## src/rtl/exec_regfile.sv

```systemverilog
// exec_regfile: execute/writeback stage for the decoder's registered outputs.
// Applies ADD/SUB/MUL/CMP in one cycle, or DIV/MOD via an 8-iteration
// restoring divider, to accumulator R0 or R1 and writes the result back.
//
// Ports:
//   clock, reset      - rising-edge clock, asynchronous active-high reset
//   ena               - global enable; all state holds when low
//   alu_opcode        - 000 ADD, 001 SUB, 010 MUL, 011 DIV, 100 MOD, 101 CMP, 11x NOP
//   operand           - 4-bit unsigned immediate (zero-extended)
//   reg_sel           - accumulator select (source and destination)
//   alu_enable        - operation request
//   write_enable      - write result back to the selected accumulator
//   busy              - divider running; upstream stalls while high
//   r0, r1            - accumulator contents
//   result            - last completed result
//   valid_out         - one-cycle pulse per completed operation
//   flag_zero         - last result was zero
//   flag_carry        - carry/borrow/overflow of last operation
//   div_by_zero       - last completed operation was DIV/MOD by zero
module exec_regfile #(
    parameter int DATA_W = 8
) (
    input  logic              clock,
    input  logic              reset,
    input  logic              ena,
    input  logic [2:0]        alu_opcode,
    input  logic [3:0]        operand,
    input  logic              reg_sel,
    input  logic              alu_enable,
    input  logic              write_enable,
    output logic              busy,
    output logic [DATA_W-1:0] r0,
    output logic [DATA_W-1:0] r1,
    output logic [DATA_W-1:0] result,
    output logic              valid_out,
    output logic              flag_zero,
    output logic              flag_carry,
    output logic              div_by_zero
);

    localparam int CW = $clog2(DATA_W);

    typedef enum logic [2:0] {
        OP_ADD  = 3'b000,
        OP_SUB  = 3'b001,
        OP_MUL  = 3'b010,
        OP_DIV  = 3'b011,
        OP_MOD  = 3'b100,
        OP_CMP  = 3'b101,
        OP_NOP0 = 3'b110,
        OP_NOP1 = 3'b111
    } op_e;

    typedef enum logic {
        IDLE   = 1'b0,
        DIVIDE = 1'b1
    } state_e;

    state_e            state;
    op_e               op;
    logic [DATA_W-1:0] a;
    logic [DATA_W-1:0] b;
    logic [DATA_W:0]   sum;
    logic [DATA_W:0]   diff;
    logic [2*DATA_W-1:0] prod;
    logic [DATA_W-1:0] op_res;
    logic              op_carry;
    logic              op_dbz;
    logic              is_div;
    logic              accept;

    // Divider datapath: quo holds the remaining dividend bits shifting out
    // MSB first while quotient bits shift in from the bottom.
    logic [DATA_W-1:0] rem;
    logic [DATA_W-1:0] quo;
    logic [DATA_W-1:0] divisor;
    logic [CW-1:0]     count;
    logic              div_mod;
    logic              div_sel;
    logic              div_we;
    logic [DATA_W:0]   shifted;
    logic [DATA_W:0]   trial;
    logic              ge;
    logic [DATA_W-1:0] rem_next;
    logic [DATA_W-1:0] quo_next;
    logic [DATA_W-1:0] div_res;

    always_comb begin
        op     = op_e'(alu_opcode);
        a      = reg_sel ? r1 : r0;
        b      = {{(DATA_W-4){1'b0}}, operand};
        sum    = {1'b0, a} + {1'b0, b};
        diff   = {1'b0, a} - {1'b0, b};
        prod   = {{DATA_W{1'b0}}, a} * {{DATA_W{1'b0}}, b};
        is_div = (op == OP_DIV) || (op == OP_MOD);
        accept = alu_enable && (state == IDLE) && (op != OP_NOP0) && (op != OP_NOP1);
    end

    // Single-cycle results; the DIV/MOD entries only apply to a zero divisor.
    always_comb begin
        op_res   = '0;
        op_carry = 1'b0;
        op_dbz   = 1'b0;
        case (op)
            OP_ADD: begin
                op_res   = sum[DATA_W-1:0];
                op_carry = sum[DATA_W];
            end
            OP_SUB, OP_CMP: begin
                op_res   = diff[DATA_W-1:0];
                op_carry = diff[DATA_W];
            end
            OP_MUL: begin
                op_res   = prod[DATA_W-1:0];
                op_carry = |prod[2*DATA_W-1:DATA_W];
            end
            OP_DIV: begin
                op_res = '1;
                op_dbz = 1'b1;
            end
            OP_MOD: begin
                op_res = a;
                op_dbz = 1'b1;
            end
            default: begin
                op_res   = '0;
                op_carry = 1'b0;
                op_dbz   = 1'b0;
            end
        endcase
    end

    // One restoring-division step.
    always_comb begin
        shifted  = {rem, quo[DATA_W-1]};
        trial    = shifted - {1'b0, divisor};
        ge       = (shifted >= {1'b0, divisor});
        rem_next = ge ? trial[DATA_W-1:0] : shifted[DATA_W-1:0];
        quo_next = {quo[DATA_W-2:0], ge};
        div_res  = div_mod ? rem_next : quo_next;
    end

    always_ff @(posedge clock or posedge reset) begin
        if (reset) begin
            state       <= IDLE;
            busy        <= 1'b0;
            r0          <= '0;
            r1          <= '0;
            result      <= '0;
            valid_out   <= 1'b0;
            flag_zero   <= 1'b0;
            flag_carry  <= 1'b0;
            div_by_zero <= 1'b0;
            rem         <= '0;
            quo         <= '0;
            divisor     <= '0;
            count       <= '0;
            div_mod     <= 1'b0;
            div_sel     <= 1'b0;
            div_we      <= 1'b0;
        end else begin
            valid_out <= 1'b0;
            if (ena) begin
                case (state)
                    IDLE: begin
                        if (accept) begin
                            if (is_div && (operand != 4'd0)) begin
                                state   <= DIVIDE;
                                busy    <= 1'b1;
                                rem     <= '0;
                                quo     <= a;
                                divisor <= b;
                                count   <= CW'(DATA_W-1);
                                div_mod <= (op == OP_MOD);
                                div_sel <= reg_sel;
                                div_we  <= write_enable;
                            end else begin
                                result      <= op_res;
                                flag_zero   <= (op_res == '0);
                                flag_carry  <= op_carry;
                                div_by_zero <= op_dbz;
                                valid_out   <= 1'b1;
                                if (write_enable && (op != OP_CMP)) begin
                                    if (reg_sel) r1 <= op_res;
                                    else         r0 <= op_res;
                                end
                            end
                        end
                    end
                    DIVIDE: begin
                        rem   <= rem_next;
                        quo   <= quo_next;
                        count <= count - 1'b1;
                        if (count == '0) begin
                            state       <= IDLE;
                            busy        <= 1'b0;
                            result      <= div_res;
                            flag_zero   <= (div_res == '0);
                            flag_carry  <= 1'b0;
                            div_by_zero <= 1'b0;
                            valid_out   <= 1'b1;
                            if (div_we) begin
                                if (div_sel) r1 <= div_res;
                                else         r0 <= div_res;
                            end
                        end
                    end
                    default: state <= IDLE;
                endcase
            end
        end
    end

endmodule

```

## config.mk

```make
export PLATFORM = sky130hd
export DESIGN_NAME = exec_regfile
export DESIGN_NICKNAME = d
export VERILOG_FILES = /design/src/rtl/exec_regfile.sv
export SDC_FILE = /design/constraint.sdc
export NUM_CORES = 1
export LEC_CHECK = 0
export ABC_CLOCK_PERIOD_IN_PS = 4100
export BUFFER_PORTS_ARGS = -buffer_cell sky130_fd_sc_hd__buf_2
export CORE_ASPECT_RATIO = 1.1
export CORE_MARGIN = 4
export CORE_UTILIZATION = 40
export CTS_CLUSTER_SIZE = 12
export DETAILED_ROUTE_END_ITERATION = 8
export HOLD_SLACK_MARGIN = 0.06
export PLACE_DENSITY = 0.71
export SLEW_MARGIN = 0
export SYNTH_ARGS = -nofsm -noshare
export SYNTH_HDL_FRONTEND = slang
export SYNTH_SLANG_ARGS = --single-unit
```

## constraint.sdc

```tcl
create_clock -name clock -period 4.1 [get_ports clock]
set_clock_uncertainty 0.15 [all_clocks]
set_input_delay 0.41 -clock clock [delete_from_list [all_inputs] [get_ports clock]]
set_output_delay 0.41 -clock clock [all_outputs]
set_load 0.005 [all_outputs]
```

==> impl_metrics.env, run 1 <==
export IMPL_cp_required_ns=4.14
export IMPL_grt_pass1_wl_um=22000
export IMPL_wl_per_cell_um=17.9
export IMPL_detail_route_antenna_nets=0
export IMPL_slew_headroom_pct=50.5
export IMPL_power_density_nw_per_um2=777
export IMPL_post_route_period_util_pct=97.5
export IMPL_clock_sinks=56
export IMPL_grt_util_all_layers_pct=20.0
export IMPL_endpoint_kind="flip-flop"
export IMPL_clockRootBuffer="clkbuf_16"
export IMPL_fp_row_count=41
export IMPL_cts_made_buffers=5
export IMPL_drv_cap=0
export IMPL_diodes=0
export IMPL_stdcell_area_um2=5590
export IMPL_synth_seq_cells=56
export IMPL_nets=646
export IMPL_grt_max_degree=57
export IMPL_max_clock_path_buffers=2
export IMPL_irDropWorstVdd_mv=0.394
export IMPL_whs_ns=0.139
export IMPL_drcViolationCount=0
export IMPL_cp_max_fo=8
export IMPL_path_buf_inv=4
export IMPL_insertion_delay_ns=0.30
export IMPL_report_final_slew_viol_count=0
export IMPL_worst_pin_slew_ns=0.741
export IMPL_power_frac_clock_pct=11.4
export IMPL_drt_total_wl_um=13200
export IMPL_ys_flop_type="dfrtp_1"
export IMPL_p_sw_share_pct=45.3
export IMPL_hpwl_um=10300
export IMPL_final_min_clock_period_ns=4.00
export IMPL_post_dp_cell_area_um2=5320
export IMPL_htreeDepth=2
export IMPL_dr_pass1_iters=5
export IMPL_die_h_um=121
export IMPL_die_area_um2=13500
export IMPL_stdcell_count=739
export IMPL_coreArea_um2=11400
export IMPL_critPathTopFamily="compound AO/OA/AOI/OAI gates"
export IMPL_hold_buffers=0
export IMPL_die_x_um=111
export IMPL_p_leak_nw=2.64
export IMPL_rsz0062_at_grt="true"
export IMPL_via_per_inst=5.66
export IMPL_synthesis_nets=576
export IMPL_overflow=0
export IMPL_antenna_found_initial=0
export IMPL_fmax_ghz=0.250
export IMPL_ys_seq_area_share_pct=30.0
export IMPL_vias=4183
export IMPL_ios=42
export IMPL_initial_core_util_pct=40.8
export IMPL_yosys_warnings=0
export IMPL_area_growth_pct=19.6
export IMPL_syn_inst=518
export IMPL_critical_path_class="primary input to flip-flop"
export IMPL_rrSetupSlack_ns=0.11
export IMPL_p_int_mw=2.38
export IMPL_synth_area_per_cell_um2=9.02
export IMPL_drive_gt1_share_pct=26.7
export IMPL_holdCritPathClass="primary input to async pin"
export IMPL_first_iter_violations=185
export IMPL_pwr_share_comb_pct=64.9
export IMPL_path_cells="clkbuf_4 > buf_4 > mux2_2 > nand2_1 > fa_1 > fa_1 > inv_1 > ha_4 > buf_4 > a311o_1 > a21oi_2 > mux2i_1 > o41ai_2 > o211ai_1 > a22o_1"
export IMPL_status="complete, no violations"
export IMPL_cts_tree="yes"
export IMPL_port_buffers=41
export IMPL_setup_viol=0
export IMPL_cp_slowest_cell="fa_1"
export IMPL_synth_edff_count=0
export IMPL_syn_cell_area_um2=4670
export IMPL_report_power_total_mw=4.34
export IMPL_gp_congestion=0.991
export IMPL_utilization_pct=48.9
export IMPL_seqPwrFrac_pct=23.8
export IMPL_switching_power_mw=1.97
export IMPL_arrival_ns=4.04
export IMPL_grt_pass1_vias=4269
export IMPL_synth_async_sr_flop_share_pct=100
export IMPL_hold_violations=0
export IMPL_post_place_cells=727
export IMPL_critPathLaunchType="primary input"
export IMPL_clk_pin_slew_ns=0.08
export IMPL_netlist_cell_type_count=72
export IMPL_crit_path_max_incr_delay_ns=0.54
repair_timing:
action,CTS,global route
gates resized for setup,2,13
buffers inserted,0,4
setup endpoints to repair,1,5
pin swaps,0,13
metrics by stage:
step / setup slack (ns) / TNS (ns)
3_5_place_dp: -0.380 / -1.85
3_3_place_gp: -0.262 / -1.02
6_report: 0.103 / 0
2_1_floorplan: 0.000654 / 0
4_1_cts: 0.0117 / 0
5_1_grt: -0.0491 / -0.0491
path summary, 6_finish.rpt:
kind	from	to	cells past startpoint
worst min-delay path	reset	rem[2]	3
max in group asynchronous	reset	result[7]	3
worst max register to register	r1[2]	flag_carry	14
worst min register to register	busy	busy	2
worst max-delay path	reg_sel	flag_carry	15
min in group clock	write_enable	div_we	2
flip-flops by register name, indices dropped and copies added, names as in the netlist, 3 cells and up:
register  count
quo           8
r0            8
r1            8
rem           8
result        8
divisor       4
count         3
cell families (layout without fill, tap and decap cells):
kind of cell	Yosys count	after routing	synth area share [%]
mux	47	47	11.2
fa+ha+maj	45	45	14.5
buf+inv	62	133	5.33
simple gates	165	165	17.5
compound gates	128	128	18.6
xor+xnor	15	15	2.81
flops	56	56	30.0
worst min-delay path: stages:
cell,delay [ns]
buf_2,0.10
inv_2,0.03
buf_4,0.54
per-layer routing:
metal	global-route usage (%)	vias to the layer above	wire [um]
met5	0	-	0
met4	5.78	0	264
met3	1.85	25	500
met2	36.0	122	6630
met1	25.6	2040	5850
li1	-	1996	-
cell usage in the layout (no fill, tap or decap), drive strengths merged, types with 6 or more instances in the layout:
| cell type | synthesis | layout |
|---|---|---|
| a211oi | 7 | 7 |
| a21o | 6 | 6 |
| a21oi | 21 | 21 |
| a31oi | 6 | 6 |
| and2 | 6 | 6 |
| buf | 5 | 83 |
| clkbuf | 16 | 7 |
| dfrtp | 56 | 56 |
| fa | 15 | 15 |
| ha | 30 | 30 |
| inv | 41 | 42 |
| mux2 | 35 | 35 |
| mux2i | 12 | 12 |
| nand2 | 56 | 56 |
| nand2b | 9 | 9 |
| nand3 | 7 | 7 |
| nor2 | 41 | 41 |
| nor2b | 10 | 10 |
| nor3 | 7 | 7 |
| o211ai | 7 | 7 |
| o21a | 7 | 7 |
| o21ai | 33 | 33 |
| o31ai | 6 | 6 |
| or4 | 6 | 6 |
| xnor2 | 10 | 10 |
cell usage after synthesis (11+ instances only):
master	instances	area [um^2]
a21oi_1	21	105
dfrtp_1	56	1400
mux2_2	33	372
clkbuf_1	16	60.1
mux2i_1	11	110
inv_1	39	146
nand2_1	56	210
ha_1	30	375
nor2_1	41	154
o21ai_0	30	150
fa_1	15	300
power by group through the flow:
stage | clock network [mW] | registers (mW) | logic (mW)
finish | 0.494 | 1.03 | 2.82
floorplan | 0 | 0.968 | 1.83
detailed placement | 0 | 1.03 | 2.68
CTS | 0.503 | 1.02 | 2.72
global placement | 0 | 1.02 | 2.61
global route | 0.524 | 1.06 | 3.12
area by class of cell:
class | instances | area [um^2]
fill | 1045 | 5850
multi-input combinational | 400 | 3140
sequential | 56 | 1400
timing repair buffer | 84 | 534
tap | 150 | 188
inverter | 41 | 154
clock buffer | 6 | 129
clock inverter | 2 | 38.8
No activity file was read; power rests on OpenSTA's default activity.
==> run 2: changes to the inputs <==
REMOVE_ABC_BUFFERS = 1   (was unset)
==> run 2 against run 1 <==
Sequential power about the same. Non-clock buffer count increased by 7. Critical path depth decreased by 1. Core utilization increased by 0.39 points. Worst hold slack improved by 0.026 ns. Global-route usage decreased by 0.68 points. Total power increased by 0.56%. Fmax increased by 0.89%. Cell area increased by 0.81%. First-iteration DRC count increased by 81%. Combinational power increased by 1%. Critical endpoint unchanged. Largest power group unchanged.
==> impl_metrics.env, run 2 (same netlist as run 1, synthesis figures left out) <==
export IMPL_r2r_start="r0[2]"
export IMPL_hold_violations=0
export IMPL_htreeDepth=2
export IMPL_die_area_um2=13500
export IMPL_utilization_pct=49.3
export IMPL_fp_row_count=41
export IMPL_first_iter_violations=335
export IMPL_rrSetupSlack_ns=0.14
export IMPL_grt_pass1_vias=4164
export IMPL_slew_headroom_pct=47.8
export IMPL_clk_pin_slew_ns=0.08
export IMPL_critical_path_class="flip-flop to flip-flop"
export IMPL_drcViolationCount=0
export IMPL_gp_congestion=0.918
export IMPL_ff2ff_path_depth=14
export IMPL_diodes=0
export IMPL_dr_pass1_iters=5
export IMPL_hpwl_um=10300
export IMPL_cp_max_fo=5
export IMPL_drive_gt1_share_pct=27.5
export IMPL_area_growth_pct=20.6
export IMPL_wl_per_cell_um=17.7
export IMPL_hold_buffers=0
export IMPL_grt_max_degree=57
export IMPL_clockRootBuffer="clkbuf_16"
export IMPL_report_final_slew_viol_count=0
export IMPL_cts_made_buffers=5
export IMPL_overflow=0
export IMPL_die_x_um=111
export IMPL_reg2reg_to="flag_carry"
export IMPL_cts_tree="yes"
export IMPL_drv_cap=0
export IMPL_fmax_ghz=0.252
export IMPL_report_power_total_mw=4.37
export IMPL_worst_pin_slew_ns=0.774
export IMPL_critPathLaunchType="flip-flop"
export IMPL_irDropWorstVdd_mv=0.314
export IMPL_status="complete, no violations"
export IMPL_stdcell_area_um2=5630
export IMPL_p_leak_nw=2.68
export IMPL_clock_sinks=56
export IMPL_whs_ns=0.165
export IMPL_final_cell_mix="nand2_1, dfrtp_1, buf_4"
export IMPL_insertion_delay_ns=0.29
export IMPL_cp_required_ns=4.14
export IMPL_endpoint_kind="flip-flop"
export IMPL_max_clock_path_buffers=2
export IMPL_ios=42
export IMPL_grt_pass1_wl_um=21200
export IMPL_fin_setup_tns_ns=0
export IMPL_final_min_clock_period_ns=3.96
export IMPL_post_route_period_util_pct=96.6
export IMPL_via_per_inst=5.64
export IMPL_holdCritPathClass="primary input to async pin"
export IMPL_power_density_nw_per_um2=775
export IMPL_post_dp_cell_area_um2=5310
export IMPL_grt_util_all_layers_pct=19.3
export IMPL_drt_total_wl_um=13200
export IMPL_nets=653
export IMPL_initial_core_util_pct=40.8
export IMPL_setup_viol=0
export IMPL_die_h_um=121
export IMPL_detail_route_antenna_nets=0
export IMPL_antenna_found_initial=0
export IMPL_vias=4205
export IMPL_coreArea_um2=11400
export IMPL_port_buffers=41
export IMPL_arrival_ns=4.00
==> run 2: changes by cell type in the layout (fill, tap and decap cells not counted), moves of 2 or more <==
| cell | previous run | this run |
|---|---|---|
| inv_1 | 33 | 35 |
| inv_2 | 8 | 6 |
| buf_4 | 42 | 51 |
| ha_2 | 0 | 3 |
| ha_1 | 26 | 24 |
==> run 2: worst max path at each step <==
stage               startpoint         end  cells after the start
finish                   r0[2]  flag_carry                     14
global route             r0[2]       r0[7]                     15
CTS                    reg_sel  flag_carry                     16
detailed placement     reg_sel  flag_carry                     16
global placement       reg_sel  flag_carry                     15
floorplan              reg_sel  flag_carry                     14
==> run 2: timing repair <==
item | in CTS | in global routing
setup endpoints to repair | 4 | 5
setup buffers | 0 | 5
gates resized for setup | 12 | 14
pin swaps | 4 | 13
==> run 2: worst max-delay path: stages (launching register included) <==
cell and delay, ns:
dfrtp_1 0.39, mux2_4 0.31, buf_4 0.16, nand2_1 0.08, fa_1 0.42, inv_1 0.09
fa_1 0.46, fa_2 0.36, a21o_1 0.20, a311o_1 0.27, a21oi_2 0.14, mux2i_1 0.10
o41ai_2 0.36, o211ai_1 0.16, a22o_1 0.22
==> run 2: layout make-up <==
cell class | instances | area [um^2]
Fill cell | 1075 | 5810
Multi-Input combinational cell | 400 | 3140
Sequential cell | 56 | 1400
Timing Repair Buffer | 91 | 583
Tap cell | 150 | 188
Inverter | 41 | 154
Clock buffer | 5 | 125
Clock inverter | 3 | 46.3
==> run 2: per-layer routing <==
metal / share of wire [%] / vias to the layer above / global-route usage (%)
met5: 0 / - / 0
met4: 1.7 / 0 / 4.71
met3: 3.9 / 12 / 2.69
met2: 51 / 100 / 34.3
met1: 43 / 2087 / 24.9
li1: - / 2006 / -
==> run 2: power breakdown <==
group	internal, mW	leakage [nW]	switching, mW
logic	1.32	1.88	1.53
clock network	0.291	0.0804	0.210
registers	0.794	0.714	0.216
total	2.41	2.68	1.96
==> run 2: per-stage QoR <==
| step | setup slack (ns) | std cells |
|---|---|---|
| global placement | -0.267 | 733 |
| CTS | 0.00849 | 741 |
| finish | 0.138 | 746 |
| detailed placement | -0.513 | 733 |
| global route | -0.00407 | 746 |
| floorplan | 0.0119 | 497 |
==> run 3: changes to the inputs <==
CORE_ASPECT_RATIO = 0.6   (was 1.1)
REMOVE_ABC_BUFFERS = unset   (was 1)
==> run 3 against run 2 <==
Via count is 3.7% higher. Non-clock buffer count is 6 higher. Die area is 0.40% higher. Core utilization is 1.2 points higher. Global-route usage up 1.7 points. Worst hold slack better by 0.068 ns. Sequential share of layout area decreased by 0.46 points. First-iteration DRC count rose by 9.0%. Register-to-register slack got worse by 0.04 ns. Combinational power increased by 6%. Largest cell class unchanged. Sequential power about the same.
==> impl_metrics.env, run 3 (same netlist as run 1, synthesis figures left out) <==
export IMPL_rrSetupSlack_ns=0.10
export IMPL_drcViolationCount=0
export IMPL_ff2ff_path_depth=14
export IMPL_path_cells="mux2_4 > buf_4 > nand2_1 > fa_1 > inv_2 > fa_2 > fa_2 > a21o_1 > a311o_1 > a21oi_2 > mux2i_1 > o41ai_2 > o211ai_1 > a22o_1"
export IMPL_die_x_um=148
export IMPL_hpwl_um=11000
export IMPL_drv_cap=0
export IMPL_gp_congestion=0.942
export IMPL_pre_cts_slack_ns=-0.442
export IMPL_area_growth_pct=22.9
export IMPL_port_buffers=41
export IMPL_r2r_start="r0[2]"
export IMPL_fin_ws_ns=0.102
export IMPL_htreeDepth=2
export IMPL_stdcell_count=762
export IMPL_pwr_share_comb_pct=67.3
export IMPL_first_iter_violations=365
export IMPL_utilization_pct=50.5
export IMPL_vias=4362
export IMPL_cts_made_buffers=5
export IMPL_gr_usage_met3_pct=6.07
export IMPL_grt_util_all_layers_pct=21.0
export IMPL_min_delay_path_depth=2
export IMPL_fp_row_count=30
export IMPL_nets=659
export IMPL_overflow=0
export IMPL_cp_slowest_cell="fa_2"
export IMPL_report_final_slew_viol_count=0
export IMPL_slew_headroom_pct=42.3
export IMPL_ios=42
export IMPL_antenna_found_initial=0
export IMPL_power_density_nw_per_um2=783
export IMPL_final_min_clock_period_ns=4.00
export IMPL_fmax_ghz=0.250
export IMPL_arrival_ns=4.04
export IMPL_setup_viol=0
export IMPL_final_cell_mix="dfrtp_1, nand2_1, buf_4"
export IMPL_post_place_cells=742
export IMPL_grt_pass1_vias=4282
export IMPL_use_met1_pct=32.3
export IMPL_cpMostUsedCell="fa_2"
export IMPL_diodes=0
export IMPL_reg2reg_to="flag_carry"
export IMPL_status="complete, no violations"
export IMPL_grt_busiest_layer="met1"
export IMPL_crit_path_max_incr_delay_ns=0.46
export IMPL_path_buf_inv=2
export IMPL_final_common_cell="dfrtp_1"
export IMPL_rsz0062_at_grt="true"
export IMPL_cp_max_fo=3
export IMPL_irDropWorstVdd_mv=0.391
export IMPL_critPathLaunchType="flip-flop"
export IMPL_p_leak_nw=2.69
export IMPL_switching_power_mw=2.07
export IMPL_power_frac_clock_pct=10.0
export IMPL_clk_pin_slew_ns=0.08
export IMPL_grt_use_met2_pct=29.4
export IMPL_detail_route_antenna_nets=0
export IMPL_worstHoldStart="write_enable"
export IMPL_dr_pass1_iters=4
export IMPL_p_sw_share_pct=46.0
export IMPL_clock_sinks=56
export IMPL_hold_violations=0
export IMPL_seqPwrFrac_pct=22.7
export IMPL_cp_required_ns=4.15
export IMPL_stdcell_area_um2=5740
export IMPL_grt_pass1_wl_um=22800
export IMPL_worst_pin_slew_ns=0.844
export IMPL_clockRootBuffer="clkbuf_16"
export IMPL_critical_path_class="flip-flop to flip-flop"
export IMPL_via_per_inst=5.72
export IMPL_min_to="div_we"
export IMPL_die_area_um2=13500
export IMPL_fin_setup_tns_ns=0
export IMPL_initial_core_util_pct=41.1
export IMPL_endpoint_kind="flip-flop"
export IMPL_coreArea_um2=11400
export IMPL_max_clock_path_buffers=2
export IMPL_wl_per_cell_um=18.7
export IMPL_insertion_delay_ns=0.30
export IMPL_grt_max_degree=35
export IMPL_drive_gt1_share_pct=30.1
export IMPL_critPathTopFamily="compound AO/OA/AOI/OAI gates"
export IMPL_cts_tree="yes"
export IMPL_post_dp_cell_area_um2=5370
export IMPL_holdCritPathClass="primary input to flip-flop"
export IMPL_die_h_um=91.7
export IMPL_drt_total_wl_um=14200
export IMPL_p_int_mw=2.43
export IMPL_post_route_period_util_pct=97.5
run 3: cell count changes in the layout (fill, tap and decap cells not counted), sizes merged:
cell	previous run	this run
clkbuf	5	6
bufinv	1	0
clkinvlp	1	0
clkinv	0	2
dlygate4sd3	0	1
buf	91	95
run 3: final cells by class:
cell class	instances	area, um^2
timing repair buffer	97	634
sequential	56	1400
clock buffer	5	125
inverter	41	156
fill	1082	5630
multi-input combinational	400	3200
tap	160	200
clock inverter	3	22.5
run 3: how the worst max path moves through the flow:
stage             from    endpoint  slack [ns]  cells past startpoint
2_1_floorplan  reg_sel  flag_carry      0.0007                     16
3_3_place_gp   reg_sel  flag_carry       -0.19                     15
3_5_place_dp   reg_sel  flag_carry       -0.44                     16
4_1_cts          r0[2]  flag_carry       0.003                     14
5_1_grt          r1[2]  flag_carry      -0.007                     14
6_report         r0[2]  flag_carry        0.10                     14
run 3: metal layers:
metal,wire length (um),vias up,share of wire (%)
li1,-,2032,-
met1,6950,2138,49
met2,5770,178,41
met3,1410,14,9.9
met4,84,0,0.59
met5,0,-,0
run 3: repair_timing:
item                                    CTS  global route
endpoints found under the hold margin    22             0
pin swaps                                 5            16
resized for setup                         1            28
buffers inserted                          3            10
hold buffers                              1             0
endpoints found under the setup margin    1             5
run 3: power by group through the flow:
stage / clock network [mW] / logic (mW) / registers [mW]
global placement: 0 / 2.69 / 1.02
global route: 0.476 / 3.34 / 1.05
finish: 0.449 / 3.02 / 1.02
detailed placement: 0 / 2.77 / 1.03
CTS: 0.452 / 2.82 / 1.01
floorplan: 0 / 1.83 / 0.968
run 3: through the flow:
| step | total power [mW] | hold WS (ns) |
|---|---|---|
| 2_1_floorplan | 2.80 | 0.300 |
| 3_3_place_gp | 3.71 | 0.291 |
| 3_5_place_dp | 3.79 | 0.302 |
| 4_1_cts | 4.28 | 0.243 |
| 5_1_grt | 4.87 | 0.243 |
| 6_report | 4.49 | 0.233 |
